### src/rtl/idct_frame_sequencer.sv
// idct_frame_sequencer
// Frame scheduler ahead of the IDCT vector-rotation scaler. Queues per-frame
// IFFT length configs, counts the incoming sample stream into frames, and
// emits sop/eop plus a frame-stable fftpts_out. Adds a programmable idle gap
// between frames and applies ready/valid backpressure.
// Optional build macro: IDCT_SEQ_STATS_EN enables the frame_cnt counter and
// an internal saturating err_cnt. Without it, frame_cnt is tied to zero.
module idct_frame_sequencer #(
  parameter int wData     = 36,
  parameter int CFG_DEPTH = 4,
  parameter int GAP_CYC   = 2
) (
  input  logic             clk,
  input  logic             rst_n,
  input  logic             cfg_valid,
  output logic             cfg_ready,
  input  logic [11:0]      cfg_fftpts,
  output logic             cfg_err,
  input  logic             sink_valid,
  output logic             sink_ready,
  input  logic [wData-1:0] sink_real,
  input  logic [wData-1:0] sink_imag,
  output logic             source_valid,
  input  logic             source_ready,
  output logic             source_sop,
  output logic             source_eop,
  output logic [wData-1:0] source_real,
  output logic [wData-1:0] source_imag,
  output logic [11:0]      fftpts_out,
  output logic             busy,
  output logic [15:0]      frame_cnt
);

  // Pointer / occupancy widths; the count needs one extra bit to represent "full".
  localparam int PW = (CFG_DEPTH > 1) ? $clog2(CFG_DEPTH) : 1;
  localparam int CW = PW + 1;
  localparam logic [CW-1:0] DEPTH_C = CW'(CFG_DEPTH);

  // Gap counter sized for GAP_CYC; unused (but harmless) when GAP_CYC is 0.
  localparam int GW = (GAP_CYC < 2) ? 1 : $clog2(GAP_CYC);
  localparam logic [GW-1:0] GAP_LAST = GW'((GAP_CYC > 0) ? (GAP_CYC - 1) : 0);

  typedef enum logic [1:0] {
    IDLE = 2'd0,
    RUN  = 2'd1,
    GAP  = 2'd2
  } state_t;

  state_t            state_q;
  logic [11:0]       cfg_mem [CFG_DEPTH];
  logic [PW-1:0]     wr_ptr_q;
  logic [PW-1:0]     rd_ptr_q;
  logic [CW-1:0]     count_q;
  logic [CW-1:0]     count_d;
  logic              cfg_ready_q;
  logic              cfg_err_q;
  logic [11:0]       fftpts_q;
  logic [11:0]       sample_cnt_q;
  logic [GW-1:0]     gap_cnt_q;
  logic              src_valid_q;
  logic              src_sop_q;
  logic              src_eop_q;
  logic [wData-1:0]  src_real_q;
  logic [wData-1:0]  src_imag_q;

  logic cfg_legal;
  logic cfg_push;
  logic cfg_bad;
  logic cfg_pop;
  logic out_free;
  logic sink_rdy;
  logic accept;
  logic last_sample;

  // Handshake decode: config legality, FIFO push/pop and sample acceptance.
  always_comb begin
    cfg_legal   = (cfg_fftpts == 12'd128)  || (cfg_fftpts == 12'd256) ||
                  (cfg_fftpts == 12'd512)  || (cfg_fftpts == 12'd1024) ||
                  (cfg_fftpts == 12'd2048);
    cfg_push    = cfg_valid && cfg_ready_q && cfg_legal;
    cfg_bad     = cfg_valid && cfg_ready_q && !cfg_legal;
    // Output register can take a new sample when empty or being drained this cycle.
    out_free    = !src_valid_q || source_ready;
    // A new frame length is only loaded once the previous frame's last sample
    // has left (or is leaving) the output register, so fftpts_out stays stable.
    cfg_pop     = (state_q == IDLE) && (count_q != '0) && out_free;
    sink_rdy    = (state_q == RUN) && out_free;
    accept      = sink_valid && sink_rdy;
    last_sample = (sample_cnt_q == (fftpts_q - 12'd1));
    count_d     = count_q;
    case ({cfg_push, cfg_pop})
      2'b10:   count_d = count_q + CW'(1);
      2'b01:   count_d = count_q - CW'(1);
      default: count_d = count_q;
    endcase
  end

  // Config storage: plain write port, no reset needed on the contents.
  always_ff @(posedge clk) begin
    if (cfg_push) begin
      cfg_mem[wr_ptr_q] <= cfg_fftpts;
    end
  end

  // Config FIFO write pointer, occupancy, registered ready and error pulse.
  always_ff @(posedge clk or negedge rst_n) begin
    if (!rst_n) begin
      wr_ptr_q    <= '0;
      count_q     <= '0;
      cfg_ready_q <= 1'b1;
      cfg_err_q   <= 1'b0;
    end else begin
      if (cfg_push) begin
        wr_ptr_q <= wr_ptr_q + PW'(1);
      end
      count_q     <= count_d;
      cfg_ready_q <= (count_d != DEPTH_C);
      cfg_err_q   <= cfg_bad;
    end
  end

  // Frame FSM plus the sink->source output register.
  always_ff @(posedge clk or negedge rst_n) begin
    if (!rst_n) begin
      state_q      <= IDLE;
      rd_ptr_q     <= '0;
      fftpts_q     <= '0;
      sample_cnt_q <= '0;
      gap_cnt_q    <= '0;
      src_valid_q  <= 1'b0;
      src_sop_q    <= 1'b0;
      src_eop_q    <= 1'b0;
      src_real_q   <= '0;
      src_imag_q   <= '0;
    end else begin
      if (accept) begin
        src_valid_q <= 1'b1;
        src_sop_q   <= (sample_cnt_q == 12'd0);
        src_eop_q   <= last_sample;
        src_real_q  <= sink_real;
        src_imag_q  <= sink_imag;
      end else if (source_ready) begin
        src_valid_q <= 1'b0;
        src_sop_q   <= 1'b0;
        src_eop_q   <= 1'b0;
      end

      case (state_q)
        IDLE: begin
          if (cfg_pop) begin
            fftpts_q     <= cfg_mem[rd_ptr_q];
            rd_ptr_q     <= rd_ptr_q + PW'(1);
            sample_cnt_q <= '0;
            state_q      <= RUN;
          end
        end
        RUN: begin
          if (accept) begin
            sample_cnt_q <= sample_cnt_q + 12'd1;
            if (last_sample) begin
              gap_cnt_q <= '0;
              state_q   <= (GAP_CYC > 0) ? GAP : IDLE;
            end
          end
        end
        GAP: begin
          if (gap_cnt_q == GAP_LAST) begin
            state_q <= IDLE;
          end else begin
            gap_cnt_q <= gap_cnt_q + GW'(1);
          end
        end
        default: state_q <= IDLE;
      endcase
    end
  end

  assign cfg_ready    = cfg_ready_q;
  assign cfg_err      = cfg_err_q;
  assign sink_ready   = sink_rdy;
  assign source_valid = src_valid_q;
  assign source_sop   = src_sop_q;
  assign source_eop   = src_eop_q;
  assign source_real  = src_real_q;
  assign source_imag  = src_imag_q;
  assign fftpts_out   = fftpts_q;
  assign busy         = (state_q != IDLE) || (count_q != '0);

`ifdef IDCT_SEQ_STATS_EN
  logic [15:0] frame_cnt_q;
  logic [7:0]  err_cnt_q;

  // Statistics: completed frames (wrapping) and illegal configs (saturating).
  always_ff @(posedge clk or negedge rst_n) begin
    if (!rst_n) begin
      frame_cnt_q <= '0;
      err_cnt_q   <= '0;
    end else begin
      if (src_valid_q && src_eop_q && source_ready) begin
        frame_cnt_q <= frame_cnt_q + 16'd1;
      end
      if (cfg_err_q && (err_cnt_q != 8'hFF)) begin
        err_cnt_q <= err_cnt_q + 8'd1;
      end
    end
  end

  assign frame_cnt = frame_cnt_q;
`else
  assign frame_cnt = 16'd0;
`endif

endmodule
### config.mk
export PLATFORM = sky130hd
export DESIGN_NAME = idct_frame_sequencer
export DESIGN_NICKNAME = d
export VERILOG_FILES = /design/src/rtl/idct_frame_sequencer.sv
export SDC_FILE = /design/constraint.sdc
export NUM_CORES = 1
export LEC_CHECK = 0
export ABC_AREA = 1
export BUFFER_PORTS_ARGS = -buffer_cell sky130_fd_sc_hd__buf_2
export CORE_MARGIN = 2
export CORE_UTILIZATION = 47
export DETAILED_ROUTE_END_ITERATION = 10
export GPL_TIMING_DRIVEN = 0
export PLACE_DENSITY = 0.8
export RECOVER_POWER = 100
export SYNTH_ARGS = -nofsm -noshare
export SYNTH_HDL_FRONTEND = slang
export SYNTH_SLANG_ARGS = --single-unit
### constraint.sdc
create_clock -name clk -period 1.98 [get_ports clk]
set_input_delay 0.396 -clock clk [delete_from_list [all_inputs] [get_ports clk]]
set_output_delay 0.396 -clock clk [all_outputs]
set_load 0.05 [all_outputs]
# Word-level counts from Yosys, hierarchy flattened
# Memories as Yosys holds them, arrays and structs flattened. A register that Yosys moved wholly into a read port is not among the register bits.
# Index checks and enable logic that the tools add are counted.
[word_totals]
ff_bits = 99
mem_bits_rw = 48
out_inout_bits = 107
n_memories = 1
[mem_list]
columns = ["name", "depth", "width", "rd", "rd_ports_with_merged_regs", "wr", "line", "rtl"]
rows = [
  ["cfg_mem", 4, 12, 1, 1, 1, "50", "logic [11:0] cfg_mem [CFG_DEPTH];"],
]
[op_classes]
add_sub_neg = 7
n_eq_ne = 15
muxes = 19
reduce_logical = 27
[op_table]
columns = ["op", "n"]
rows = [
  ["12-bit 2-to-1 mux", 2],
  ["12-bit one-hot mux with 2 select lines", 1],
  ["12-bit by 1-bit adder with 12-bit output (second input constant)", 1],
  ["12-bit by 10-bit == test with 1-bit output (second input constant)", 1],
  ["12-bit by 11-bit == test with 1-bit output (second input constant)", 1],
  ["12-bit == test", 1],
  ["12-bit == test (second input constant)", 1],
  ["12-bit by 8-bit == test with 1-bit output (second input constant)", 1],
  ["12-bit by 9-bit == test with 1-bit output (second input constant)", 1],
  ["12-bit zero test", 1],
  ["12-bit by 1-bit subtractor with 12-bit output (second input constant)", 1],
  ["1-bit 2-to-1 mux", 9],
  ["2-bit 2-to-1 mux", 4],
  ["2-bit inequality test (second input constant)", 4],
  ["2-bit nonzero test", 4],
  ["1-bit logical AND", 7],
  ["1-bit logical OR", 6],
  ["2-bit one-hot mux with 3 select lines", 1],
  ["3-bit one-hot mux with 2 select lines", 1],
  ["3-bit AND reduction", 2],
  ["2-bit by 1-bit adder with 2-bit output (second input constant)", 2],
  ["2-bit by 1-bit == test with 1-bit output (second input constant)", 2],
  ["2-bit == test (second input constant)", 2],
  ["4-bit AND reduction", 1],
  ["9 further kinds", 11],
]

# Longest topological paths before layout
# Gate-level depths: netlist of the first run.
[depth]
word_depth = 9
mapped_depth = 14

# Least setup slack after synthesis of the first run
# No wires, ideal clock.
[synth_path]
kind = "reg-to-reg"
start = "register src_valid_q, in the netlist source_valid"
end = "register cfg_ready_q, in the netlist cfg_ready"
setup_ps = 82
t_arrival_ps = 2365
path_slack_ps = -467
path_stages_with_launch = 14
n_path_buf = 1
synth_period_minus_slack_ps = 2447
path_cell_list = "dfrtp_1 inv_1 nor2_2 inv_1 nand3_2 inv_2 clkbuf_1 ha_1 inv_1 fa_1 a21oi_1 o21ai_0 xor2_1 nand2_1"
[synth_between]
elab_chain_cells = 6
elab_cells_between_ends = 7
classes_between = "eq/ne: 3; mux: 1; reduce/logical: 3"
[synth_lines]
columns = ["element", "line", "rtl"]
rows = [
  ["start, declared", "60", "logic src_valid_q;"],
  ["start signal, assigned", "130", "src_valid_q <= 1'b0;"],
  ["start signal, assigned", "137", "src_valid_q <= 1'b1;"],
  ["start signal, assigned", "143", "src_valid_q <= 1'b0;"],
  ["1-bit zero test (*)", "83", "out_free = !src_valid_q || source_ready;"],
  ["1-bit logical OR (*)", "83", ""],
  ["1-bit logical AND (*)", "86", "cfg_pop = (state_q == IDLE) && (count_q != '0) && out_free;"],
  ["2-bit by 1-bit == test with 1-bit output or 2-bit == test (tied branches)", "91", "case ({cfg_push, cfg_pop})"],
  ["3-bit one-hot mux with 2 select lines (*)", "91", ""],
  ["named net count_d[2]", "54", "logic [CW-1:0] count_d;"],
  ["3-bit inequality test (*)", "117", "cfg_ready_q <= (count_d != DEPTH_C);"],
  ["end signal, assigned", "117", ""],
  ["end, declared", "55", "logic cfg_ready_q;"],
]
# Mark *: on every way through the listed nets, which the timed path passes. The rest lies on a longest branch.
# A chain may end at the register's enable or synchronous reset.

# Worst setup path in the final report of the first run
# Ends and elaborated chain as after synthesis.

==> impl_metrics.tcl, run 1 <==
set metrics [dict create \
    crit_family "adder cells" \
    grtUsageTotal_pct 22.4 \
    holdPathEnd "source_imag[23]" \
    stdcell_count 1194 \
    synthTopCellsByArea "dfrtp_1 (39%), edfxtp_1 (21%), nand2_1 (17%), o21ai_0 (3.2%), nor2_1 (3.1%)" \
    status "finished with violations" \
    clk_pin_slew_ps 70 \
    synth_flop_cell "dfrtp_1" \
    max_stage_delay_ps 410 \
    async_flop_share_pct 69.8 \
    yosysMostFrequentCell "nand2_1" \
    antenna_found_initial 0 \
    h-tree-depth 4 \
    syn2layout_area_growth_pct 27.6 \
    yosysTopAreaCell "dfrtp_1" \
    grt-ovfl-total 0 \
    slew_headroom_pct -5.80 \
    ys_seq_area_share_pct 60.3 \
    maxSlewViolCount 62 \
    synth_cell_types 36 \
    final_nets 1095 \
    dr.pass1.iters 5 \
    path_max_fanout 5 \
    core_area_um2 14500 \
    ys_warn_count 0 \
    clock_latency_ps 420 \
    dp.cells 1154 \
    arrival_ps 2260 \
    numCtsBuffers 17 \
    tightest_slew_ps 1590 \
    cp-startpoint "source_valid" \
    fp.dieH_um 126 \
    port_buffers 179 \
    power_leakage_nw 4.50 \
    setup_viol 0 \
    drt_iter0_drc 359 \
    vias_per_cell 4.95 \
    regToRegStartpoint "source_valid" \
    netlist_area_um2 7000 \
    dieArea_um2 15900 \
    worst-r2r-setup-slack_ps 60 \
    multi_input_area_um2 2520 \
    max_freq_mhz 521 \
    rsz0062_at_grt "yes" \
    synth_edf_count 48 \
    cp_common_cell "inv_2" \
    r2r_end "cfg_ready" \
    crit_path_start_kind "flip-flop" \
    cts_tree "yes" \
    avgSynthCellArea_um2 9.03 \
    path_buf_inv 4 \
    clock_path_buffers 2 \
    critPathKind "flip-flop to flip-flop" \
    drc 0 \
    worstPathRequired_ps 2320 \
    netlist.area_leader.share_pct 39.3 \
    clock_skew_ps 5.10 \
    fin_setup_tns_ps 0 \
    peakVddDrop_v 0.000954 \
    seqCellArea_um2 4220 \
    gp_congestion 0.851 \
    initial_core_util_pct 48.1 \
    antenna_cells 0 \
    routedWlPerCell_um 14.8 \
    io_pins 196 \
    period_minus_slack_ps 1920 \
    fillers 1227 \
    ys_top_cells_by_count "nand2_1 (319), dfrtp_1 (110), nor2_1 (57)" \
    cp_cell_sequence "inv_2 -> nor2_4 -> inv_2 -> nand3_4 -> inv_8 -> ha_4 -> inv_2 -> fa_2 -> a21oi_1 -> o21ai_1 -> xor2_1 -> nand2_1" \
    reg2reg_depth 12 \
    clock-sinks 159 \
    cap_violations 1 \
    cts_hold_buf 0 \
    violations "max-capacitance violations, max-slew violations" \
    drive_above_1_share_pct 26.2 \
    synthCells 775 \
    fp.dieW_um 126 \
    core.rowCount 44 \
    min_path_type "input pin to flip-flop" \
    worstSetupEndpointType "flip-flop" \
    routed_wl_um 17600 \
    grt_pass1_vias 5763 \
    cpMaxStageDelayCell "dfrtp_2" \
    hpwlAfterDp_um 12400 \
    fin_crit_sh_pct 97.0 \
    worst_hold_path.num_cells 3 \
    grt_max_degree 63 \
    powerDensity_nw_per_um2 1530 \
    antenna_left 0 \
    min_from "sink_imag[23]" \
    num_vias 5905 \
    synth_seq_cells 159 \
    grt_pass1_wl_um 28200 \
    hold_viol 0 \
    cts-root-buf "clkbuf_16" \
]
report_power, final:
| group | total (mW) | switching, mW | internal (mW) | leakage, nW |
|---|---|---|---|---|
| logic | 5.85 | 4.33 | 1.51 | 2.44 |
| registers | 4.71 | 0.602 | 4.11 | 1.79 |
| clock network | 3.06 | 1.41 | 1.65 | 0.270 |
| total | 13.6 | 6.35 | 7.27 | 4.50 |
worst max-delay path by stage:
stage	to	cells after the start	slack [ps]
CTS	cfg_ready	11	10
global placement	source_valid	1	-960
detailed placement	cfg_mem[0][2]	6	-810
finish	cfg_ready	12	60
floorplan	cfg_ready	12	-70
global route	cfg_ready	11	-50
placed cells by master, fill, tap and decap left out, types with 2 or more instances in the layout:
cell,instances
nand4_1,14
xnor2_1,7
nor2_2,5
clkinv_4,2
clkbuf_1,28
edfxtp_1,48
o21ai_1,6
inv_1,43
clkinv_2,2
buf_2,174
conb_1,16
ha_4,2
buf_4,25
clkbuf_16,17
nand2_2,3
dfrtp_1,108
nand2_1,316
inv_6,4
nor2_1,51
clkinvlp_4,2
ha_1,6
a21oi_1,6
nor2_4,3
nand3_1,20
xor2_1,7
nor3_1,9
dfrtp_2,2
o21ai_0,42
o22ai_1,12
inv_8,4
inv_2,5
metrics by stage:
stage | power [mW] | hold WS, ps | utilization (%) | setup slack, ps | cell area [um^2]
after CTS | 13.6 | 92.2 | 60.9 | 10.8 | 8850
after detailed placement | 10.4 | 451 | 56.9 | -808 | 8270
after global routing | 14.4 | 155 | 61.4 | -46.7 | 8930
final | 13.6 | 162 | 61.4 | 60.2 | 8930
after floorplan | 8.90 | 100 | - | -70.7 | 7110
after global placement | 10.3 | 431 | 56.7 | -964 | 8240
routing by layer:
| metal | track usage, % | up-vias | share of wire (%) |
|---|---|---|---|
| met4 | 8.73 | 0 | 2.9 |
| met5 | 0 | - | 0 |
| met3 | 4.42 | 44 | 4.6 |
| met1 | 28.7 | 2759 | 42 |
| li1 | - | 2907 | - |
| met2 | 38.0 | 195 | 51 |
worst register-to-register path, delay by kind of cell (launching register included):
kind                     cells  cell delay (ps)
AND/OR/NAND/NOR              3              260
XOR/XNOR                     1              210
AO/OA/AOI/OAI                2              210
adder cells (fa/ha/maj)      2              460
buffers and inverters        4              290
flip-flops                   1              410
registers in the layout, indices dropped and copies added (netlist names):
register,count
cfg_err,1
cfg_mem,48
cfg_ready,1
count_q,3
fftpts_out,12
gap_cnt_q,1
rd_ptr_q,2
sample_cnt_q,12
source_eop,1
source_imag,36
source_real,36
source_sop,1
source_valid,1
state_q,2
wr_ptr_q,2
layout make-up:
type                    instances  share of cell area, %
repair inverters                1                 0.0701
multi-input cells             540                   28.3
plain buffers                  40                   2.47
flip-flops and latches        159                   47.3
well taps                     184                   2.58
clock buffers                  18                   4.81
inverters                      50                   2.19
clock inverters                14                   1.43
repair buffers                188                   10.9
cell families after synthesis:
group	Yosys count	synth area share (%)
adder cells (fa/ha/maj)	9	1.72
buffers and inverters	91	5.88
AO/OA/AOI/OAI	69	5.24
AND/OR/NAND/NOR	432	25.0
XOR/XNOR	14	1.75
other	1	0.0536
flip-flops	159	60.3
timing repair:
item	4_1_cts	5_1_grt
cloned	0	1
buffers inserted	2	6
pin swaps	2	4
gates resized for setup	9	11
setup endpoints to repair	53	6
Note: power is estimated with default switching activity, not from simulation.
==> run 2: changes to the inputs <==
- CORE_UTILIZATION: 47 -> 52
- PLACE_DENSITY: 0.8 -> 0.84
- clock period: 1.98 -> 2.2 ns (I/O delays scaled with it)
==> impl_metrics.tcl, run 2 (synthesis gave the netlist of run 1 again) <==
set metrics [dict create \
    pwr-share-seq_pct 34.2 \
    dr.pass1.iters 6 \
    largest_reg_flops 48 \
    cap_violations 1 \
    clock_skew_ps 10.0 \
    setup_viol 0 \
    power.switching_mw 5.55 \
    core_area_um2 13200 \
    clock-sinks 159 \
    routed_wl_um 17200 \
    timing.final.ws_setup_ps 167 \
    p_comb_share_pct 41.5 \
    p_int_mw 6.81 \
    maxSlewViolCount 60 \
    regToRegStartpoint "fftpts_out[0]" \
    period_minus_slack_ps 2030 \
    holdPathEnd "source_imag[22]" \
    fillers 1031 \
    status "finished with violations" \
    worst-r2r-setup-slack_ps 170 \
    timing.hold.ws_ps 205 \
    antenna_cells 0 \
    grt_max_degree 61 \
    cts_hold_buf 0 \
    power_leakage_nw 4.48 \
    vias_per_cell 5.04 \
    regMostFlops "cfg_mem" \
    drt_iter0_drc 432 \
    path_max_fanout 7 \
    violations "max-capacitance violations, max-slew violations" \
    r2r_end "state_q[0]" \
    clk_pin_slew_ps 70 \
    antenna_left 0 \
    min_from "sink_imag[22]" \
    worstSetupEndpointType "flip-flop" \
    cts-root-buf "clkbuf_16" \
    h-tree-depth 4 \
    swShare_pct 44.9 \
    worst_hold_path.num_cells 3 \
    slew_headroom_pct -1.28 \
    io_pins 196 \
    fp.dieH_um 120 \
    grt_pass1_vias 5589 \
    final_nets 1087 \
    hpwlAfterDp_um 12300 \
    arrival_ps 2410 \
    grt_pass1_wl_um 27400 \
    tightest_slew_ps 1520 \
    final_common_cell "nand2_1" \
    max_freq_mhz 492 \
    powerDensity_nw_per_um2 1390 \
    clkPwrFrac_pct 24.3 \
    post-place-ws_ps -760 \
    worstPathRequired_ps 2570 \
    fp.dieW_um 120 \
    cp-startpoint "cfg_fftpts[1]" \
    initial_core_util_pct 53.0 \
    antenna_found_initial 0 \
    drive_above_1_share_pct 24.9 \
    core.rowCount 42 \
    reg2reg_depth 11 \
    grt-ovfl-total 0 \
    min_path_type "input pin to flip-flop" \
    clock_latency_ps 430 \
    finalPower_mw 12.4 \
    cts_tree "yes" \
    fin_crit_sh_pct 92.4 \
    num_vias 5933 \
    drc 0 \
    grtUsageTotal_pct 24.5 \
    gp_congestion 0.915 \
    syn2layout_area_growth_pct 26.7 \
    dieArea_um2 14400 \
    routedWlPerCell_um 14.6 \
    clock_path_buffers 2 \
    critPathKind "input pin to flip-flop" \
    hold_viol 0 \
    numCtsBuffers 17 \
    peakVddDrop_v 0.000699 \
    mostFrequentLayoutCells "nand2_1 (317), buf_2 (176), dfrtp_1 (109)" \
    crit_path_start_kind "input pin" \
    port_buffers 179 \
]
[run 2: repair_timing]
action,in CTS,in global routing
buffers inserted,1,0
pin swaps,2,1
setup endpoints to repair,51,17
endpoints found under the hold margin,0,0
resized for setup,7,10
[run 2: power by group through the flow]
stage	combinational, mW	sequential, mW	clock [mW]
after floorplan	2.03	5.95	0
after global placement	4.97	4.24	0
after detailed placement	5.08	4.26	0
after CTS	5.12	4.22	3.04
after global routing	5.57	4.32	3.17
final	5.13	4.23	3.00
[run 2: worst max path at each step]
stage                     to  cells past startpoint  slack (ps)
3_3_place_gp    source_valid                      1        -770
4_1_cts            cfg_ready                     11          40
6_report           cfg_ready                     11         170
3_5_place_dp   cfg_mem[0][2]                      6        -760
2_1_floorplan      cfg_ready                     13           2
5_1_grt            cfg_ready                     13         -50
[run 2: worst max-delay path, stage by stage]
cell and delay, ps:
buf_2 140, nor4_4 350, nand4_1 170, nand2_2 140, nand2_4 100, ha_1 200
inv_1 100, fa_1 430, o21ai_1 190, nor2_1 70, nand2_1 70
[run 2: layout make-up]
| type | count | area (um^2) | area share, % |
|---|---|---|---|
| sequential | 159 | 4220 | 47.6 |
| multi-input combinational | 540 | 2480 | 28.0 |
| timing repair buffer | 181 | 922 | 10.4 |
| clock buffer | 20 | 447 | 5.04 |
| buffer | 40 | 220 | 2.48 |
| tap | 176 | 220 | 2.48 |
| inverter | 50 | 195 | 2.20 |
| clock inverter | 12 | 158 | 1.78 |
[run 2: stage by stage]
| stage | instance area (um^2) | instances | setup TNS [ps] | utilization (%) |
|---|---|---|---|---|
| final | 8860 | 1178 | 0 | 67.2 |
| after global routing | 8860 | 1178 | -53.2 | 67.2 |
| after CTS | 8850 | 1178 | 0 | 67.1 |
| after detailed placement | 8220 | 1146 | -37000 | 62.3 |
| after global placement | 8190 | 1145 | -96810 | 62.1 |
| after floorplan | 7070 | 790 | 0 | - |
[run 2: per-layer routing]
metal / global-route usage (%) / vias to the layer above / wire length [um]
li1: - / 2893 / -
met1: 30.9 / 2801 / 6950
met2: 40.9 / 200 / 8830
met3: 5.23 / 39 / 923
met4: 10.6 / 0 / 515
met5: 0 / - / 0
